$ cat config.mk
export PLATFORM = sky130hd
export DESIGN_NAME = apb_slave_bank
export DESIGN_NICKNAME = d
export VERILOG_FILES = /design/src/rtl/apb_slave_bank.sv
export SDC_FILE = /design/constraint.sdc
export NUM_CORES = 2
export LEC_CHECK = 0
export CAP_MARGIN = 20
export CORE_MARGIN = 2
export CORE_UTILIZATION = 40
export CTS_CLUSTER_DIAMETER = 30
export CTS_CLUSTER_SIZE = 40
export DETAILED_ROUTE_END_ITERATION = 6
export GPL_TIMING_DRIVEN = 0
export MAX_ROUTING_LAYER = met4
export PLACE_DENSITY_LB_ADDON = 0.1
export SYNTH_ARGS = -nofsm -noshare
export SYNTH_HDL_FRONTEND = slang
export SYNTH_SLANG_ARGS = --single-unit
$ cat constraint.sdc
create_clock -name clk -period 50.9 [get_ports clk]
set_input_delay 7.635 -clock clk [delete_from_list [all_inputs] [get_ports clk]]
set_output_delay 7.635 -clock clk [all_outputs]
set_load 0.02 [all_outputs]
$ cat src/rtl/apb_slave_bank.sv
// apb_slave_bank: three zero-wait-state APB register banks behind the AHB-to-APB bridge,
// plus global saturating transfer counters and an optional APB protocol monitor.
//
// Optional feature macro: APB_SLV_PROTO_CHK_EN
//   defined   -> protocol monitor FSM and sticky error flag are built
//   undefined -> proto_err / proto_err_code are tied to 0
//
// Ports:
//   clk            in   rising-edge clock
//   rst            in   asynchronous active-high reset
//   Pselx[2:0]     in   one-hot bank select (bit k selects bank k)
//   Penable        in   access phase
//   Pwrite         in   1 = write, 0 = read
//   Paddr[31:0]    in   word index = Paddr[DEPTH_LOG2+1:2]
//   Pwdata[31:0]   in   write data
//   Prdata[31:0]   out  registered read data, loaded in the read setup cycle
//   wr_count       out  completed writes over all banks, saturating
//   rd_count       out  completed reads over all banks, saturating
//   proto_err      out  sticky protocol-error flag
//   proto_err_code out  code of the first protocol error seen
module apb_slave_bank #(
    parameter int unsigned DEPTH_LOG2 = 4,
    parameter int unsigned CNT_W      = 16
) (
    input  logic             clk,
    input  logic             rst,
    input  logic [2:0]       Pselx,
    input  logic             Penable,
    input  logic             Pwrite,
    input  logic [31:0]      Paddr,
    input  logic [31:0]      Pwdata,
    output logic [31:0]      Prdata,
    output logic [CNT_W-1:0] wr_count,
    output logic [CNT_W-1:0] rd_count,
    output logic             proto_err,
    output logic [1:0]       proto_err_code
);

    localparam int unsigned Depth = 2 ** DEPTH_LOG2;

    logic                  sel_valid;
    logic [1:0]            bank;
    logic [DEPTH_LOG2-1:0] idx;
    logic [31:0]           mem_q [3][Depth];

    // Only the word-index bits of the address reach the data path.
    logic unused_addr_bits;
    assign unused_addr_bits = ^{Paddr[31:DEPTH_LOG2+2], Paddr[1:0]};

    assign idx = Paddr[DEPTH_LOG2+1:2];

    always_comb begin
        sel_valid = 1'b1;
        bank      = 2'd0;
        case (Pselx)
            3'b001:  bank = 2'd0;
            3'b010:  bank = 2'd1;
            3'b100:  bank = 2'd2;
            default: sel_valid = 1'b0;
        endcase
    end

    // Data path: Prdata is loaded in the setup cycle so it is already stable for the
    // whole access cycle, where the bridge forwards it combinationally.
    always_ff @(posedge clk or posedge rst) begin
        if (rst) begin
            for (int b = 0; b < 3; b++) begin
                for (int w = 0; w < int'(Depth); w++) begin
                    mem_q[b][w] <= '0;
                end
            end
            Prdata   <= '0;
            wr_count <= '0;
            rd_count <= '0;
        end else if (sel_valid) begin
            if (!Penable && !Pwrite) begin
                Prdata <= mem_q[bank][idx];
            end
            if (Penable && Pwrite) begin
                mem_q[bank][idx] <= Pwdata;
                if (wr_count != '1) begin
                    wr_count <= wr_count + 1'b1;
                end
            end
            if (Penable && !Pwrite) begin
                if (rd_count != '1) begin
                    rd_count <= rd_count + 1'b1;
                end
            end
        end
    end

`ifdef APB_SLV_PROTO_CHK_EN
    typedef enum logic [1:0] {StIdle, StSetup, StAccess} mon_state_e;

    mon_state_e  state_q;
    logic [2:0]  sel_q;
    logic [31:0] addr_q;
    logic        write_q;
    logic        err_enable;
    logic        err_select;
    logic        err_change;
    logic [1:0]  err_code;

    always_comb begin
        err_enable = Penable && (state_q != StSetup);
        err_select = (Pselx != 3'b000) && ((Pselx & (Pselx - 3'd1)) != 3'b000);
        err_change = Penable && (state_q == StSetup) &&
                     ((Pselx != sel_q) || (Paddr != addr_q) || (Pwrite != write_q));
        // Lowest code wins when several errors coincide.
        if (err_enable) begin
            err_code = 2'd1;
        end else if (err_select) begin
            err_code = 2'd2;
        end else if (err_change) begin
            err_code = 2'd3;
        end else begin
            err_code = 2'd0;
        end
    end

    always_ff @(posedge clk or posedge rst) begin
        if (rst) begin
            state_q        <= StIdle;
            sel_q          <= '0;
            addr_q         <= '0;
            write_q        <= 1'b0;
            proto_err      <= 1'b0;
            proto_err_code <= 2'd0;
        end else begin
            case (state_q)
                StSetup: begin
                    if (Penable) begin
                        state_q <= StAccess;
                    end else if (Pselx != 3'b000) begin
                        // Repeated setup: track the latest setup values.
                        sel_q   <= Pselx;
                        addr_q  <= Paddr;
                        write_q <= Pwrite;
                    end else begin
                        state_q <= StIdle;
                    end
                end
                default: begin
                    // StIdle and StAccess share the same exits.
                    if ((Pselx != 3'b000) && !Penable) begin
                        state_q <= StSetup;
                        sel_q   <= Pselx;
                        addr_q  <= Paddr;
                        write_q <= Pwrite;
                    end else begin
                        state_q <= StIdle;
                    end
                end
            endcase
            if (!proto_err && (err_code != 2'd0)) begin
                proto_err      <= 1'b1;
                proto_err_code <= err_code;
            end
        end
    end
`else
    assign proto_err      = 1'b0;
    assign proto_err_code = 2'd0;
`endif

endmodule
==> results.rst <==
.. list-table::
   :header-rows: 1

   * - Metric
     - Value
   * - Status
     - finished clean
   * - Die W
     - 433 um
   * - Ys flop type
     - sky130_fd_sc_hd__dfrtp_1
   * - DR iter-0 viols
     - 4271
   * - Clk pin slew, worst setup/hold paths
     - roughly 40 ps
   * - EDFF count, synth
     - 0
   * - Met2 demand-to-capacity share in global routing
     - 0.447
   * - Number of register bits inferred by synthesis
     - 1600
   * - Fillers
     - between 15000 and 20000
   * - Standard-cell rows
     - between 150 and 200
   * - Number of sinks on the clock net
     - between 1500 and 2000
   * - Maximum resistive drop on vdd
     - approximately 37 uV
   * - H-Tree Depth
     - 5
   * - Total wire length after detailed routing
     - 276000 um
   * - Class of the most critical setup path
     - in2reg
   * - Sequential cell area fraction in the yosys report
     - 0.544
   * - Transition at the pin with the smallest max-transition slack
     - between 1000 and 1500 ps
   * - Setup TNS
     - 0 ps
   * - Kind of start point of the critical path
     - input port
   * - Crit path arrival time
     - 13200 ps
   * - Cells along the critical path
     - clkdlybuf4s50_1 -> clkbuf_1 -> buf_2 -> buf_2 -> buf_2 -> mux4_2 -> o21ai_0 -> a21oi_1 -> a2111oi_0 -> a21oi_1
   * - Overflow after GRT
     - 0
   * - Final min period
     - about 12000 ps
   * - Skew-Pair Late Insertion Delay
     - approximately 980 ps
   * - Slowest stage cell on the critical path
     - sky130_fd_sc_hd__a2111oi_0
   * - Maximum number of pins on one net before global-route repair
     - between 40 and 50
   * - RSZ-0062 raised after global routing
     - no
   * - Number of antenna violations at the first check in global routing
     - 13
   * - Global placer's final weighted congestion
     - 0.952
   * - Vias in the first global route
     - roughly 52000
   * - Required time at the endpoint of the critical path
     - a little over 50000 ps
   * - Floorplan die area
     - 188000 um^2
   * - Number of port buffers
     - between 70 and 80
   * - CTS tree
     - done
   * - Via/cell ratio
     - 5.82
   * - Starting utilization of the core area
     - 0.402
   * - Mapped Avg Cell Area
     - between 10 and 15 um^2
   * - Routing usage on met1
     - 0.403
   * - Biggest cell delay along the critical path
     - between 1000 and 1500 ps
   * - Worst setup skew after layout
     - a little under 60 ps
   * - Boundary Pins
     - roughly 140
   * - Max Transition Viols Final
     - 0
   * - Min-Delay Path Class
     - reg2reg
   * - CTS root buffer
     - sky130_fd_sc_hd__clkbuf_16
   * - Per-cell routed wire length
     - around 32 um
   * - Total Routing Usage GR
     - 0.304
   * - Util after Layout
     - 0.511
   * - Area of the core
     - 183000 um^2
   * - Buffers from clock root to sink, at most
     - 4
   * - Detailed-route DRC error count
     - 0
   * - Layout-stage area growth over the synthesis result
     - 27.0%
   * - Maxcap violations
     - 0
   * - Quantity of hold-fixing buffers added after cts
     - 0
   * - Total Nets Final
     - a little under 6000
   * - Hold_sp
     - mem_q[242]
   * - Final period utilization
     - 0.244
   * - Fmax achieved
     - a little over 0.08 GHz
   * - Reg2Reg Launch Point
     - mem_q[159]
   * - Areal power density over the cells
     - about 47 nW/um^2
   * - Syn Inst Count
     - between 5000 and 6000
   * - Buffer and inverter count on the worst path
     - 5
   * - Number of detailed-routing iterations run before antenna repair
     - 5
   * - Headroom to the max-slew limit
     - 0.120
   * - Met3 routing resource usage after global routing
     - 0.0728
   * - GRT busiest layer
     - met2
   * - Critical Path End Type
     - flop
   * - Final antenna-violating net count
     - 0
   * - Count of warnings emitted by yosys
     - 0
   * - Inserted Clock Buffers
     - ~410
   * - Resize count post-CTS
     - 0
   * - Worst-path maximum fanout
     - 10
   * - Share of post-route cells with drive strength above 1
     - 0.448
   * - Vias
     - roughly 50000
   * - Cell family with the largest share of critical-path delay
     - buffers and inverters
   * - Cell seen most often among critical-path stages
     - sky130_fd_sc_hd__buf_2
   * - Total setup buffers inserted after CTS
     - 0
   * - Number of distinct library cell variants in the gate-level netlist after synthesis
     - 72
   * - Final Setup Violations
     - 0
   * - Wire length of the first global-routing pass
     - 391000 um
   * - Estimated wirelength of the detail-placed design
     - 204000 um
   * - Combined area of all synthesized cells
     - 73600 um^2
   * - Leakage dissipation
     - between 40 and 50 nW
   * - Launching element of the worst setup path
     - Paddr[3]
   * - Y dimension of the die
     - approximately 430 um
   * - Share of synthesized registers carrying an async set or reset
     - 1.00
   * - Count of endpoints failing hold in the final timing report
     - 0
-- cell type report --
type	count	area [um^2]	share of cell area
inverter	4	18.8	0.000201
buffer	530	2330	0.0249
sequential	1600	40000	0.428
clock buffer	543	11700	0.125
tap	2464	3080	0.0330
multi-input combinational	3049	31300	0.335
clock inverter	193	2610	0.0279
timing repair buffer	167	2340	0.0250
antenna	10	25.0	0.000268
-- stage by stage --
stage	instance area [um^2]	power, W	setup slack (ps)	hold slack (ps)	std cells
after floorplan	73700	0.00158	21090	452	5183
after global placement	77500	0.00171	10660	462	7720
after detailed placement	79100	0.00172	37900	469	7806
after CTS	93400	0.00441	38880	478	8542
after global routing	93500	0.00451	38690	495	8555
final	93500	0.00439	38480	478	8560
-- kinds of logic (layout without fill, tap and decap cells) --
kind of cell / Yosys count / in the layout / synth area share
XOR/XNOR: 30 / 30 / 0.00357
other: 1 / 13 / 0.0000509
AND/OR/NAND/NOR: 342 / 342 / 0.0274
buffers and inverters: 534 / 1437 / 0.0316
AO/OA/AOI/OAI: 765 / 765 / 0.0703
multiplexers: 1907 / 1907 / 0.323
flip-flops: 1600 / 1600 / 0.544
adder cells (fa/ha/maj): 2 / 2 / 0.000340
-- power breakdown --
group | total (W) | internal [W] | switching [W]
logic | 0.000310 | 0.000124 | 0.000186
clock network | 0.00269 | 0.00189 | 0.000798
registers | 0.00139 | 0.00134 | 0.0000493
-- per-layer routing --
metal / wire [um] / share of wire
met5: 0 / 0
met4: 11600 / 0.042
met3: 20600 / 0.075
met2: 125000 / 0.45
met1: 119000 / 0.43
-- sequential cells by signal, indices dropped and copies added (netlist names) --
| register | count |
|---|---|
| mem_q | 1536 |
| Prdata | 32 |
| rd_count | 16 |
| wr_count | 16 |
-- worst paths after layout --
| path | to | slack, ps | depth (start not counted) |
|---|---|---|---|
| worst min register to register | mem_q[242] | 480 | 1 |
| min in group asynchronous | mem_q[856] | 7110 | 2 |
| worst max-delay path | Prdata[31] | 38480 | 10 |
| worst min-delay path | mem_q[242] | 480 | 1 |
| worst max register to register | Prdata[31] | 47720 | 5 |
| max in group asynchronous | mem_q[1507] | 41750 | 9 |
-- worst reg2reg max path: stages (launching register included) --
cell and delay [ps]:
sky130_fd_sc_hd__dfrtp_1 380, sky130_fd_sc_hd__mux4_2 470, sky130_fd_sc_hd__a22oi_1 420, sky130_fd_sc_hd__o21ai_0 370
sky130_fd_sc_hd__a2111oi_0 1190, sky130_fd_sc_hd__a21oi_1 160
-- synthesized netlist by cell type, types with 3 or more instances --
master,count,area share
sky130_fd_sc_hd__nand3_2,10,0.0014
sky130_fd_sc_hd__nor3_4,19,0.0042
sky130_fd_sc_hd__a21boi_0,8,0.00082
sky130_fd_sc_hd__clkbuf_1,305,0.016
sky130_fd_sc_hd__nor4bb_1,4,0.00054
sky130_fd_sc_hd__a211oi_1,107,0.011
sky130_fd_sc_hd__nand2b_1,6,0.00051
sky130_fd_sc_hd__nand3_1,46,0.0031
sky130_fd_sc_hd__o211ai_1,49,0.0050
sky130_fd_sc_hd__mux2_1,97,0.015
sky130_fd_sc_hd__and3_1,8,0.00068
sky130_fd_sc_hd__a31oi_1,27,0.0023
sky130_fd_sc_hd__buf_2,149,0.010
sky130_fd_sc_hd__nand4_1,12,0.0010
sky130_fd_sc_hd__and2_1,4,0.00034
sky130_fd_sc_hd__xor2_1,10,0.0012
sky130_fd_sc_hd__nor3_2,15,0.0020
sky130_fd_sc_hd__buf_6,3,0.00046
sky130_fd_sc_hd__a221oi_1,18,0.0021
sky130_fd_sc_hd__buf_1,43,0.0022
sky130_fd_sc_hd__o32a_1,27,0.0037
sky130_fd_sc_hd__inv_1,4,0.00020
sky130_fd_sc_hd__nor2_1,25,0.0013
sky130_fd_sc_hd__o31ai_1,9,0.00092
sky130_fd_sc_hd__a211o_1,4,0.00048
sky130_fd_sc_hd__o221a_2,3,0.00046
sky130_fd_sc_hd__mux4_2,220,0.067
sky130_fd_sc_hd__xnor2_1,20,0.0024
sky130_fd_sc_hd__o22ai_1,81,0.0069
sky130_fd_sc_hd__o2bb2ai_1,19,0.0023
sky130_fd_sc_hd__a22oi_1,50,0.0051
sky130_fd_sc_hd__nand2_1,143,0.0073
sky130_fd_sc_hd__mux2i_1,122,0.017
sky130_fd_sc_hd__nor3_1,6,0.00041
sky130_fd_sc_hd__mux2_2,1468,0.22
sky130_fd_sc_hd__nor2b_1,22,0.0019
sky130_fd_sc_hd__o221ai_1,18,0.0021
sky130_fd_sc_hd__dfrtp_1,1600,0.54
sky130_fd_sc_hd__buf_4,30,0.0031
sky130_fd_sc_hd__and4_1,4,0.00048
sky130_fd_sc_hd__o21ai_0,117,0.0080
sky130_fd_sc_hd__a22o_1,55,0.0065
sky130_fd_sc_hd__a21oi_1,156,0.011
-- placed cells by master (no fill, tap or decap), drive strengths merged, types with 88 or more instances in the layout --
cell type | synthesis | routed
o21ai | 117 | 117
mux4 | 220 | 220
a21oi | 156 | 156
a211oi | 107 | 107
clkbuf | 305 | 854
buf | 225 | 313
mux2i | 122 | 122
mux2 | 1565 | 1565
nand2 | 145 | 145
dfrtp | 1600 | 1600
clkinv | 0 | 88
Note: power is estimated with default switching activity, not from simulation.
